<file path="config.mk">
export PLATFORM = sky130hd
export DESIGN_NAME = decoder_3to8_flat
export DESIGN_NICKNAME = d
export VERILOG_FILES = /design/src/rtl/decoder_3to8_if.sv /design/src/rtl/decoder_3to8.sv /design/src/flat_wrapper.sv
export SDC_FILE = /design/constraint.sdc
export NUM_CORES = 1
export LEC_CHECK = 0
export ABC_AREA = 1
export CAP_MARGIN = 20
export CORE_AREA = 2 2 39 41
export DETAILED_ROUTE_END_ITERATION = 10
export DIE_AREA = 0 0 41 43
export PLACE_DENSITY = 0.74
export SETUP_SLACK_MARGIN = 0.2
export SYNTH_ARGS = -nofsm -noshare
export SYNTH_HDL_FRONTEND = slang
export SYNTH_SLANG_ARGS = --single-unit
</file>
<file path="constraint.sdc">
create_clock -name clk -period 0.9 [get_ports clk]
set_input_delay 0.27 -clock clk [delete_from_list [all_inputs] [get_ports clk]]
set_output_delay 0.27 -clock clk [all_outputs]
set_load 0.01 [all_outputs]
</file>
<file path="src/rtl/decoder_3to8_if.sv">
// Decoder select/decode bundle.
//   E       enable (master -> slave)
//   In      3-bit binary select (master -> slave)
//   Out     combinational one-hot decode (slave -> master)
//   Out_r   registered copy of Out, 1-cycle latency (slave -> master)
//   sel_q   In captured on the last enabled clock edge (slave -> master)
//   seen_q  sticky flag, set by the first enabled clock edge (slave -> master)
interface decoder_3to8_if;
  logic       E;
  logic [2:0] In;
  logic [7:0] Out;
  logic [7:0] Out_r;
  logic [2:0] sel_q;
  logic       seen_q;

  modport master (
    output E,
    output In,
    input  Out,
    input  Out_r,
    input  sel_q,
    input  seen_q
  );

  modport slave (
    input  E,
    input  In,
    output Out,
    output Out_r,
    output sel_q,
    output seen_q
  );
endinterface

</file>
<file path="src/rtl/decoder_3to8.sv">
// 3-to-8 one-hot decoder with enable.
// Drives a zero-latency combinational one-hot select bus, a registered copy of it,
// and a sticky record of the last enabled select.
//   clk   rising-edge clock
//   rst   asynchronous active-high reset (clears registered outputs only)
//   bus   decoder_3to8_if.slave: E, In in; Out, Out_r, sel_q, seen_q out
// ACTIVE_LOW=1 inverts Out and Out_r; their inactive/reset level becomes 8'hFF.
module decoder_3to8 #(
  parameter bit ACTIVE_LOW = 1'b0
) (
  input logic            clk,
  input logic            rst,
  decoder_3to8_if.slave  bus
);

  localparam logic [7:0] Inactive = ACTIVE_LOW ? 8'hFF : 8'h00;

  logic [7:0] onehot;
  logic [7:0] out_comb;
  logic [7:0] out_r_q;
  logic [2:0] sel_d, sel_q;
  logic       seen_d, seen_q;

  // Pure combinational path; deliberately independent of clk and rst.
  always_comb begin
    onehot = 8'h00;
    if (bus.E) begin
      onehot[bus.In] = 1'b1;
    end
    out_comb = ACTIVE_LOW ? ~onehot : onehot;
  end

  always_comb begin
    sel_d  = sel_q;
    seen_d = seen_q;
    if (bus.E) begin
      sel_d  = bus.In;
      seen_d = 1'b1;
    end
  end

  always_ff @(posedge clk or posedge rst) begin
    if (rst) begin
      out_r_q <= Inactive;
      sel_q   <= 3'b000;
      seen_q  <= 1'b0;
    end else begin
      out_r_q <= out_comb;
      sel_q   <= sel_d;
      seen_q  <= seen_d;
    end
  end

  assign bus.Out    = out_comb;
  assign bus.Out_r  = out_r_q;
  assign bus.sel_q  = sel_q;
  assign bus.seen_q = seen_q;

endmodule

</file>
<file path="src/flat_wrapper.sv">
// flat-port wrapper written by rule: the top's interface ports become plain ports
module decoder_3to8_flat 
#(
  parameter bit ACTIVE_LOW = 1'b0
)
  (clk, rst, bus_E, bus_In, bus_Out, bus_Out_r, bus_sel_q, bus_seen_q);
  decoder_3to8_if bus_i ();
  input logic clk;
  input logic rst;
  input wire logic [$bits(bus_i.E)-1:0] bus_E;
  input wire logic [$bits(bus_i.In)-1:0] bus_In;
  output wire logic [$bits(bus_i.Out)-1:0] bus_Out;
  output wire logic [$bits(bus_i.Out_r)-1:0] bus_Out_r;
  output wire logic [$bits(bus_i.sel_q)-1:0] bus_sel_q;
  output wire logic [$bits(bus_i.seen_q)-1:0] bus_seen_q;
  assign bus_i.E = bus_E;
  assign bus_i.In = bus_In;
  assign bus_Out = bus_i.Out;
  assign bus_Out_r = bus_i.Out_r;
  assign bus_sel_q = bus_i.sel_q;
  assign bus_seen_q = bus_i.seen_q;
  decoder_3to8 #(.ACTIVE_LOW(ACTIVE_LOW)) u_core (.clk(clk), .rst(rst), .bus(bus_i));
endmodule
</file>
==> results.cfg <==
[logic_synthesis]
post_synth_inst_count = 40
syn_avg_cell_area_um2 = 10.2
syn-cell-area_um2 = 408
synth.largest_area_cell = sky130_fd_sc_hd__dfrtp_1
yosys_warnings = 0
synth-seq-cells = 12
synth_area_leaders = sky130_fd_sc_hd__dfrtp_1, sky130_fd_sc_hd__nand2_1, sky130_fd_sc_hd__nor2_1
post_synth_num_cell_types = 5
synth_largest_type_area_fraction_pct = 73.6
synth_sequential_area_ratio_pct = 73.6
mappedNetlistNets = 46

[route]
drtIter0Drc = 0
avgRoutedWirePerCell_um = 12.5
drt_pre_antenna_iters = 1
totalWireLength_um = 1240
drc_viols = 0
antenna_left = 0
dr_total_vias = 423
avgViaCountPerCell = 4.27

[final_layout]
share_of_cells_above_drive_strength_1_pct = 74.7
final.fill_count = 91
layout.cells.most_common = sky130_fd_sc_hd__buf_6
syn2layout_area_growth_pct = 163
number_of_antenna_repair_diodes = 0
instances_no_fill = 99
commonest_cells_after_routing_fill_and_taps_aside = sky130_fd_sc_hd__buf_6, sky130_fd_sc_hd__dfrtp_1, sky130_fd_sc_hd__nor2_4, sky130_fd_sc_hd__buf_2, sky130_fd_sc_hd__nand2_1
final_nets = 91

[placement]
hpwlAfterDp_um = 895
dp.cells = 90
placement.setup.worst_slack_ns = -1.08
placement.io_buffers = 25
routabilityCongestion = 0.757

[timing]
layout_worst_path_cycle_share_pct = 123
finalSetupTns_ns = -3.14
drv_slew = 0
hold_viol = 0
transition_time_of_the_tightest_slew_check_pin_ns = 0.124
remaining_max_slew_budget_at_the_tightest_pin_pct = 91.7
grt_setup_unrepaired = true
timing.fmax_mhz = 907
post-route-worst-setup-slack_ns = -0.203
clock-skew-final_ns = 0
period_needed_ns = 1.10
setup_violations = 21
hold_ws_ns = 0.300

[pwr]
max-vdd-ir-drop_mv = 0.643
post-layout-total-power_uw = 1250
power_leakage_uw = 0.000518
cellPowerDensity_mw_per_mm2 = 1160

[clock_tree]
clock_network_latency_to_the_later_pin_of_the_worst_skew_pair_ns = 0.26
tritoncts.num_buffers = 3
tritoncts_clock_tree = built
ctsRootBufferMaster = sky130_fd_sc_hd__clkbuf_4
htreeDepth = 1
max-clock-path-buffers = 2
clk_pin_slew_ns = 0.07
numClockSinks = 12

[run_status]
outcome = complete, but fails checks
violations = negative setup slack

[setup_path]
cp_max_fo = 4
worst_setup_path_startpoint = bus_In[1]
critPathKind = in2out
worst_ep_arrival_time_ns = 0.83
reg2reg_from = u_core.bus.sel_q[0]
worst_setup_path_end_kind = output pin
timing.critical_path.from_type = primary input
worst-endpoint-required_ns = 0.63

[grt]
grt_max_degree = 13
first_global_vias = 437
grt_pass1_wl_um = 1970
grtUsageTotal_pct = 17.7
global_route.overflow_total = 0
initial_antenna_violation_count = 0

[floorplanning]
dieWidth_um = 41
ioPinCount = 26
fp.dieArea_mm2 = 0.00176
design.core.area_mm2 = 0.00138
fp-row-count = 14
initial_core_util_pct = 29.5
die_height_um = 43

[hold_path]
worstHoldPathType = in2async

[run]
drv_cap = 0
synth_stat cells (all sizes together):
cell,number
dfrtp,12
inv,5
nand2,14
nor2,8
or2,1
cell type report:
cell class / count / area (µm²) / area share, %
repair buffers: 40 / 417 / 38.9
flip-flops and latches: 12 / 300 / 28.0
multi-input cells: 23 / 245 / 22.9
inverters: 5 / 67.6 / 6.30
clock buffers: 3 / 22.5 / 2.10
well taps: 16 / 20.0 / 1.87
flip-flops by register name, indices dropped and copies added (netlist names):
signal / cells
u_core.bus.Out_r: 8
u_core.bus.sel_q: 3
u_core.bus.seen_q: 1
cells by family (layout without fill, tap and decap cells):
kind of cell | Yosys count | in the layout | share of synthesized area (%)
AND/OR/NAND/NOR | 23 | 23 | 21.8
buffers and inverters | 5 | 48 | 4.60
flip-flops | 12 | 12 | 73.6
layer usage:
layer	GRT usage (%)	vias up	wire [µm]
met4	14.0	0	19
met2	26.9	16	725
li1	-	205	-
met5	0	-	0
met3	3.14	2	70
met1	20.4	200	424
critical path, stage by stage:
cell and delay (ns):
sky130_fd_sc_hd__buf_6 0.10, sky130_fd_sc_hd__buf_12 0.14, sky130_fd_sc_hd__inv_16 0.06, sky130_fd_sc_hd__nand2_8 0.05
sky130_fd_sc_hd__nor2_4 0.11, sky130_fd_sc_hd__buf_6 0.10
where the power goes:
part / total (µW) / internal [µW] / switching (µW)
clock network: 319 / 154 / 164
logic: 359 / 193 / 167
registers: 570 / 560 / 10.2
total: 1250 / 907 / 341
path summary, 6_finish.rpt:
check,end,slack [ns],cells after the start
hold / removal,u_core.bus.sel_q[0],0.30,3
setup reg to reg,u_core.bus.sel_q[0],-0.01,5
hold reg to reg,u_core.bus.seen_q,0.48,1
max in group asynchronous,u_core.bus.Out_r[1],0.49,3
setup / recovery,bus_Out[4],-0.20,6
min in group clk,u_core.bus.sel_q[2],0.32,4
through the flow:
step,util [%],instance area [µm²]
4_1_cts,72.1,997
3_5_place_dp,69.8,966
3_3_place_gp,69.8,966
5_1_grt,77.5,1070
2_1_floorplan,-,603
6_report,77.5,1070
repair_timing:
| action | in CTS | in global routing |
|---|---|---|
| gates resized for setup | 116 | 12 |
| setup endpoints to repair | 32 | 23 |
| hold buffers | 0 | 0 |
| buffers inserted | 3 | 3 |
| pin swaps | 13 | 6 |
(Power assumes the default switching activity.)
